`config.mk`:
```
export PLATFORM = sky130hd
export DESIGN_NAME = epd_scan_ctrl
export DESIGN_NICKNAME = d
export VERILOG_FILES = /design/src/rtl/epd_pkg.sv /design/src/rtl/epd_tick_gen.sv /design/src/rtl/epd_scan_ctrl.sv
export SDC_FILE = /design/constraint.sdc
export NUM_CORES = 1
export LEC_CHECK = 0
export BUFFER_PORTS_ARGS = -buffer_cell sky130_fd_sc_hd__buf_4
export CORE_ASPECT_RATIO = 0.9
export CORE_MARGIN = 2
export CORE_UTILIZATION = 62
export DETAILED_ROUTE_END_ITERATION = 16
export MAX_ROUTING_LAYER = met4
export PLACE_DENSITY_LB_ADDON = 0.12
export SYNTH_ARGS = -nofsm -noshare
export SYNTH_HDL_FRONTEND = slang
export SYNTH_SLANG_ARGS = --single-unit
```
`constraint.sdc`:
```
create_clock -name clock -period 4.6 [get_ports clock]
set_input_delay 1.38 -clock clock [delete_from_list [all_inputs] [get_ports clock]]
set_output_delay 1.38 -clock clock [all_outputs]
set_load 0.005 [all_outputs]
```
`src/rtl/epd_pkg.sv`:
```
// Shared types for the e-paper scan sequencer.
//   epd_state_e   : scan FSM states
//   epd_ctl_t     : panel control bundle (cl, le, oe, sph, ckv, spv, gmode)
//   CTL_IDLE      : control values while idle or in reset (start pulses inactive high)
//   ctl_for_state : control bundle driven while the FSM sits in a given state
package epd_pkg;

  typedef enum logic [3:0] {
    IDLE,
    FS1,
    FS2,
    LD_A,
    LD_B,
    LATCH,
    GATE,
    GATE_LO,
    FE,
    DONE
  } epd_state_e;

  typedef struct packed {
    logic cl;
    logic le;
    logic oe;
    logic sph;
    logic ckv;
    logic spv;
    logic gmode;
  } epd_ctl_t;

  localparam logic SPV_IDLE = 1'b1;
  localparam logic SPH_IDLE = 1'b1;

  localparam epd_ctl_t CTL_IDLE = '{
    cl:    1'b0,
    le:    1'b0,
    oe:    1'b0,
    sph:   SPH_IDLE,
    ckv:   1'b0,
    spv:   SPV_IDLE,
    gmode: 1'b0
  };

  // Panel control levels for each state; gmode follows busy.
  function automatic epd_ctl_t ctl_for_state(input epd_state_e s);
    epd_ctl_t c;
    c       = CTL_IDLE;
    c.gmode = (s != IDLE) && (s != DONE);
    case (s)
      FS1: begin
        c.spv = 1'b0;
        c.ckv = 1'b1;
      end
      LD_A: c.sph = 1'b0;
      LD_B: begin
        c.sph = 1'b0;
        c.cl  = 1'b1;
      end
      LATCH: c.le = 1'b1;
      GATE: begin
        c.ckv = 1'b1;
        c.oe  = 1'b1;
      end
      default: ;
    endcase
    return c;
  endfunction

endpackage

```
`src/rtl/epd_tick_gen.sv`:
```
// Timing tick prescaler: one tick every CL_DIV clocks while enabled.
//   clock, reset_n : system clock, synchronous active-low reset
//   clear          : restart the count at 0 (aligns the first tick after a start)
//   enable         : count only while a refresh is running
//   tick_c         : combinational tick, high on the last clock of each period
module epd_tick_gen #(
  parameter int unsigned CL_DIV = 12
) (
  input  logic clock,
  input  logic reset_n,
  input  logic clear,
  input  logic enable,
  output logic tick_c
);

  localparam int unsigned CNT_W = (CL_DIV > 1) ? $clog2(CL_DIV) : 1;

  logic [CNT_W-1:0] count;

  assign tick_c = enable && (count == CNT_W'(CL_DIV - 1));

  // Period counter, wraps on tick.
  always_ff @(posedge clock) begin
    if (!reset_n) begin
      count <= '0;
    end else if (clear) begin
      count <= '0;
    end else if (enable) begin
      count <= tick_c ? '0 : count + CNT_W'(1);
    end
  end

endmodule

```
`src/rtl/epd_scan_ctrl.sv`:
```
// E-paper frame/line scan sequencer.
//   clock, reset_n        : system clock, synchronous active-low reset
//   start, frames         : refresh request (rising edge) and frame count (0 = 1)
//   pix_data, data_valid  : upstream pixel byte stream
//   data_ready            : byte consumed this cycle (combinational, same-cycle handshake)
//   busy, done            : refresh in progress / one-clock completion pulse
//   epd_d, epd_cl, epd_le, epd_oe, epd_sph : source driver interface
//   epd_ckv, epd_spv, epd_gmode            : gate driver interface
module epd_scan_ctrl
  import epd_pkg::*;
#(
  parameter int unsigned H_BYTES   = 200,
  parameter int unsigned V_LINES   = 600,
  parameter int unsigned CL_DIV    = 12,
  parameter int unsigned CKV_TICKS = 2,
  parameter int unsigned FRAME_W   = 8
) (
  input  logic               clock,
  input  logic               reset_n,
  input  logic               start,
  input  logic [FRAME_W-1:0] frames,
  input  logic [7:0]         pix_data,
  input  logic               data_valid,
  output logic               data_ready,
  output logic               busy,
  output logic               done,
  output logic [7:0]         epd_d,
  output logic               epd_cl,
  output logic               epd_le,
  output logic               epd_oe,
  output logic               epd_sph,
  output logic               epd_ckv,
  output logic               epd_spv,
  output logic               epd_gmode
);

  localparam int unsigned BYTE_W = (H_BYTES > 1) ? $clog2(H_BYTES) : 1;
  localparam int unsigned LINE_W = (V_LINES > 1) ? $clog2(V_LINES) : 1;
  localparam int unsigned GATE_W = (CKV_TICKS > 1) ? $clog2(CKV_TICKS) : 1;

  epd_state_e         state, state_n;
  logic [BYTE_W-1:0]  byte_cnt, byte_n;
  logic [LINE_W-1:0]  line_cnt, line_n;
  logic [GATE_W-1:0]  gate_cnt, gate_n;
  logic [FRAME_W-1:0] frame_cnt, frame_n;
  logic [FRAME_W-1:0] frames_lat, frames_lat_n;
  epd_ctl_t           ctl, ctl_n;
  logic               start_q;
  logic               accept;
  logic               tick;

  // Tracks start even during reset, so a level held across reset is not an edge.
  always_ff @(posedge clock) begin
    start_q <= start;
  end

  assign accept = start && !start_q && (state == IDLE);

  epd_tick_gen #(
    .CL_DIV (CL_DIV)
  ) u_tick (
    .clock   (clock),
    .reset_n (reset_n),
    .clear   (accept),
    .enable  (busy),
    .tick_c  (tick)
  );

  // State register, counters and registered panel outputs.
  always_ff @(posedge clock) begin
    if (!reset_n) begin
      state      <= IDLE;
      byte_cnt   <= '0;
      line_cnt   <= '0;
      gate_cnt   <= '0;
      frame_cnt  <= '0;
      frames_lat <= '0;
      ctl        <= CTL_IDLE;
      busy       <= 1'b0;
      done       <= 1'b0;
      epd_d      <= '0;
    end else begin
      state      <= state_n;
      byte_cnt   <= byte_n;
      line_cnt   <= line_n;
      gate_cnt   <= gate_n;
      frame_cnt  <= frame_n;
      frames_lat <= frames_lat_n;
      ctl        <= ctl_n;
      busy       <= ctl_n.gmode;
      done       <= (state_n == DONE);
      if (data_ready) begin
        epd_d <= pix_data;
      end
    end
  end

  // Next-state, counter updates and pixel handshake; all moves on tick except DONE.
  always_comb begin
    state_n      = state;
    byte_n       = byte_cnt;
    line_n       = line_cnt;
    gate_n       = gate_cnt;
    frame_n      = frame_cnt;
    frames_lat_n = frames_lat;
    data_ready   = 1'b0;

    case (state)
      IDLE: begin
        if (accept) begin
          frame_n      = '0;
          frames_lat_n = (frames == '0) ? FRAME_W'(1) : frames;
          state_n      = FS1;
        end
      end
      FS1: begin
        if (tick) state_n = FS2;
      end
      FS2: begin
        if (tick) begin
          line_n  = '0;
          byte_n  = '0;
          state_n = LD_A;
        end
      end
      LD_A: begin
        // Stall here indefinitely until upstream has a byte on a tick.
        if (tick && data_valid) begin
          data_ready = 1'b1;
          state_n    = LD_B;
        end
      end
      LD_B: begin
        if (tick) begin
          if (byte_cnt == BYTE_W'(H_BYTES - 1)) begin
            byte_n  = '0;
            state_n = LATCH;
          end else begin
            byte_n  = byte_cnt + BYTE_W'(1);
            state_n = LD_A;
          end
        end
      end
      LATCH: begin
        if (tick) begin
          gate_n  = '0;
          state_n = GATE;
        end
      end
      GATE: begin
        if (tick) begin
          if (gate_cnt == GATE_W'(CKV_TICKS - 1)) begin
            gate_n  = '0;
            state_n = GATE_LO;
          end else begin
            gate_n = gate_cnt + GATE_W'(1);
          end
        end
      end
      GATE_LO: begin
        if (tick) begin
          if (line_cnt == LINE_W'(V_LINES - 1)) begin
            line_n  = '0;
            state_n = FE;
          end else begin
            line_n  = line_cnt + LINE_W'(1);
            state_n = LD_A;
          end
        end
      end
      FE: begin
        if (tick) begin
          if (frame_cnt == frames_lat - FRAME_W'(1)) begin
            frame_n = '0;
            state_n = DONE;
          end else begin
            frame_n = frame_cnt + FRAME_W'(1);
            state_n = FS1;
          end
        end
      end
      DONE: state_n = IDLE;
      default: state_n = IDLE;
    endcase

    ctl_n = ctl_for_state(state_n);
  end

  assign epd_cl    = ctl.cl;
  assign epd_le    = ctl.le;
  assign epd_oe    = ctl.oe;
  assign epd_sph   = ctl.sph;
  assign epd_ckv   = ctl.ckv;
  assign epd_spv   = ctl.spv;
  assign epd_gmode = ctl.gmode;

endmodule

```
; ---- Word level (Yosys, flattened, before mapping)
; Index checks and enable logic that the tools add are counted.
; W data, S select, Z words.
[word_totals]
regBits = 60
inputBits = 20
output_inout_bits = 18
elab_cells = 111
[classes]
add_sub_neg = 6
eq_ne = 26
n_mux = 40
bitwise_logic = 1
n_reduce_logical = 21
[ops]
columns = op, n
row1 = $mux W8, 7
row2 = $mux W4, 13
row3 = $pmux W4 S9, 1
row4 = $pmux W8 S2, 2
row5 = $mux W10, 3
row6 = $eq A4 B3 Y1 const B, 7
row7 = $pmux W10 S2, 1
row8 = $add A8 B1 Y8 const B, 2
row9 = $ne A2 B2 Y1 const B, 7
row10 = $eq A4 B2 Y1 const B, 3
row11 = $eq A4 B4 Y1 const B, 3
row12 = $reduce_and A3 Y1, 4
row13 = $mux W1, 11
row14 = $add A10 B1 Y10 const B, 1
row15 = $eq A10 B10 Y1 const B, 1
row16 = $eq A4 B1 Y1 const B, 2
row17 = $eq A8 B8 Y1, 1
row18 = $eq A8 B8 Y1 const B, 1
row19 = $logic_not A8 Y1, 1
row20 = $reduce_bool A2 Y1, 4
row21 = $sub A8 B1 Y8 const B, 1
row22 = $reduce_or A2 Y1, 3
row23 = $logic_and A1 B1 Y1, 5
row24 = $add A4 B1 Y4 const B, 1
row25 = 9 further kinds, 9

; ---- Longest topological paths before layout
[depth]
word_depth = 8
mapped_depth = 10
depth_no_buf = 9

; ---- By module
; A second synthesis with hierarchy kept.
[unflattened]
hier_cells = 371
hier_area_um2 = 3193.1
[by_module_without_submodules]
columns = module, instances, cells_per_inst, area_each_um2, seq_area_each_um2
row1 = epd_scan_ctrl, 1, 352, 3001.6, 1121.1
row2 = epd_tick_gen, 1, 19, 191.4, 80.1

; ---- Least setup slack after synthesis
; Ideal clock, no wire load.
[synth_path]
kind = input to output
start = input data_valid
end = output data_ready
arrival_time_ns = 2.025
required_ns = 3.220
path_slack_ns = 1.195
stages = 3
path_buffers = 1
path_cell_list = nand4_1 > nor3_1 > buf_1
[synth_between]
elab_chain_len = 3
[synth_lines]
columns = element, line_no
row1 = start: declaration, epd_scan_ctrl.sv:23  ; input logic data_valid,
row2 = $logic_and A1 B1 Y1, epd_scan_ctrl.sv:128  ; if (tick && data_valid) begin
row3 = $mux W1, epd_scan_ctrl.sv:128
row4 = $mux W1, epd_scan_ctrl.sv:108  ; case (state)
row5 = end: declaration, epd_scan_ctrl.sv:24  ; output logic data_ready,
; Every way passes these cells.

; ---- Final worst setup path
; Same ends and word-level chain as after synthesis.

==> results.yml <==
global_route:
  grt_max_degree: 28
  antenna_found_initial: 0
  grt_pass1_vias: 2336
  gr-total-overflow: 0
  track_usage_pct: 24.8
  grt_pass1_wl_um: 10500
sta:
  fin_crit_sh_pct: 76.9
  clock.fmax_ghz: 0.283
  worst_pin_slew_ns: 0.751
  skew_ns: 0.00937
  period_minus_slack_ns: 3.54
  slew_violations: 0
  rsz0062_at_grt: "false"
  hold_viol: 0
  fin_tns_setup_ns: 0
  setup_viol: 0
  finalWorstSetupSlack_ns: 1.06
  slew_headroom_pct: 48.7
worst_setup_path:
  crit_chain: "buf_4 -> nand4_1 -> nor3_1 -> buf_4 -> buf_4"
  crit_type: "input pin to output pin"
  worstSetupStartpointType: "input pin"
  path_delay_family: "buffers and inverters"
  worst-path-buf-inv: 3
  required_ns: 3.22
  cp_slowest_cell: "buf_4"
  cp.arrival_ns: 2.16
  cpPeakStageDelay_ns: 0.24
  cp_common_cell: "buf_4"
  end_kind: "output pin"
  worst-path-max-fanout: 9
logic_synthesis:
  synth_cells: 348
  synth-main-ff-cell: "dfxtp_1"
  synth_edf_count: 0
  synth_fp_nets: 373
  ys_warn_count: 0
  synthArstFlopShare_pct: 0
  syn_area_per_cell_sq_um: 8.62
  syn_area_sq_um: 3000
  yosysSeqAreaShare_pct: 40.0
  ys_types: 57
  synth_seq_cells: 60
route:
  drc_errors: 0
  dr.pass1.iters: 4
  antenna_left: 0
  routed_wl_um: 6000
  dr_total_vias: 2530
  drtIter0Drc: 85
  wl_per_cell_um: 13.3
  via_per_inst: 5.62
clock_network:
  cts_resized: 0
  postCtsHoldBufs: 0
  cts_sinks: 60
  cts_htree_levels: 3
  cts-root-buf: "clkbuf_8"
  clockBufferDepth: 2
  cts_setup_buffers: 0
  cts_tree: "done"
  cts_made_buffers: 9
  clkTransAtPathRegs_ns: 0.06
  clk_latency_ns: 0.34
floorplanning:
  core_sq_um: 4550
  start_util_pct: 66.0
  die_y_um: 70.0
  io_pins: 38
  die-area_sq_um: 5410
  die_w_um: 77.3
  rows: 23
placed_design:
  place_hpwl_um: 4210
  place_congestion: 0.885
  io_buffers: 37
  dpl.cell_count: 434
  dpl_cell_area_sq_um: 3290
  dpl_worst_slack_ns: 1.08
final_layout:
  n_antenna_cell: 0
  final_cell_mix: "dfxtp_1 (60), nor2_1 (56), buf_4 (39)"
  syn_to_final_growth_pct: 15.2
  finalNetCount: 408
  layout_commonest_cell: "dfxtp_1"
  design_area_sq_um: 3460
  drive_gt1_share_pct: 16.2
  instances_no_fill: 450
power:
  p_per_area_nw_per_um2: 295
  vdd_ir_drop_max_mv: 0.195
  p_leak_uw: 0.00138
flow_run:
  drv_cap: 0
worst_hold_path:
  hp-class: "flop to flop"
status:
  status: "finished, final reports clean"
==> path summary, 6_finish.rpt <==
| kind | cells past startpoint | endpoint | slack [ns] | from |
|---|---|---|---|---|
| worst max-delay path | 5 | data_ready | 1.06 | data_valid |
| worst min-delay path | 2 | line_cnt[9]$_SDFFE_PN0P_ | 0.50 | line_cnt[9]$_SDFFE_PN0P_ |
| worst max register to register | 9 | epd_gmode$_SDFF_PN0_ | 1.66 | frames_lat[0]$_SDFFE_PN0P_ |
| worst min register to register | 2 | line_cnt[9]$_SDFFE_PN0P_ | 0.50 | line_cnt[9]$_SDFFE_PN0P_ |
==> power breakdown <==
group | internal [uW] | leakage (uW) | switching, uW | total, uW
Clock | 209 | 0.0000844 | 191 | 400
Combinational | 40.5 | 0.000814 | 39.6 | 80.1
Sequential | 527 | 0.000485 | 11.5 | 539
Total | 777 | 0.00138 | 242 | 1020
==> registers in the layout, indices dropped and copies added, names as in the netlist <==
name	flops
line_cnt	10
byte_cnt	8
epd_d	8
frame_cnt	8
frames_lat	8
state	4
u_tick.count	4
done	1
epd_ckv	1
epd_cl	1
epd_gmode	1
epd_le	1
epd_oe	1
epd_sph	1
epd_spv	1
gate_cnt	1
start_q	1
==> routing by layer <==
metal,global-route usage (%),share of wire (%),vias to the layer above
met2,37.3,44,79
met4,10.7,0.90,0
met5,-,0,-
met3,6.72,5.8,4
li1,-,-,1304
met1,31.3,49,1143
==> stage by stage <==
| stage | power (uW) | hold slack, ns | utilization [%] |
|---|---|---|---|
| 4_1_cts | 1030 | 0.495 | 76.0 |
| 3_5_place_dp | 629 | 0.487 | 72.5 |
| 5_1_grt | 1070 | 0.530 | 76.0 |
| 2_1_floorplan | 603 | 0.458 | - |
| 3_3_place_gp | 627 | 0.475 | 72.5 |
| 6_report | 1020 | 0.496 | 76.0 |
==> cell usage after synthesis, drive strengths merged (5+ instances only) <==
master / n / area, sq um
ha: 5 / 62.6
o21ai: 17 / 85.1
dfxtp: 60 / 1200
nand4: 9 / 56.3
nand3: 13 / 65.1
nor2: 56 / 210
nand2: 27 / 101
a21oi: 12 / 63.8
nor3: 9 / 50.1
nor4: 6 / 50.0
and3: 5 / 31.3
a22o: 6 / 52.6
xnor2: 9 / 78.8
mux2i: 20 / 200
nor2b: 5 / 31.3
inv: 10 / 37.5
buf: 8 / 50.0
clkbuf: 7 / 26.3
and2: 5 / 31.3
xor2: 15 / 131
==> area by class of cell <==
class                      count  area (sq um)
inverter                      11          41.3
clock buffer                  14           153
multi-input combinational    262          1680
fill                         358          1090
clock inverter                 2          10.0
tap                           62          77.6
sequential                    60          1200
timing repair buffer          39           293
==> worst register-to-register path, stage by stage (launching register included) <==
cell,delay (ns)
dfxtp_1,0.41
inv_1,0.08
ha_1,0.29
o21bai_1,0.19
a2111oi_0,0.43
a311oi_1,0.11
a2111oi_0,0.69
a21boi_1,0.32
nand2_1,0.13
a41oi_1,0.13
==> cell families after synthesis <==
group / after synthesis / share of synthesized area, %
AOI/OAI and AO/OA: 58 / 13.8
muxes: 22 / 7.55
and+or+nand+nor: 153 / 25.6
adders and majority gates: 5 / 2.09
DFF: 60 / 40.0
xor gates and xnor gates: 24 / 7.01
buffers and inverters: 26 / 3.92
Note: power is estimated with default switching activity, not from simulation.
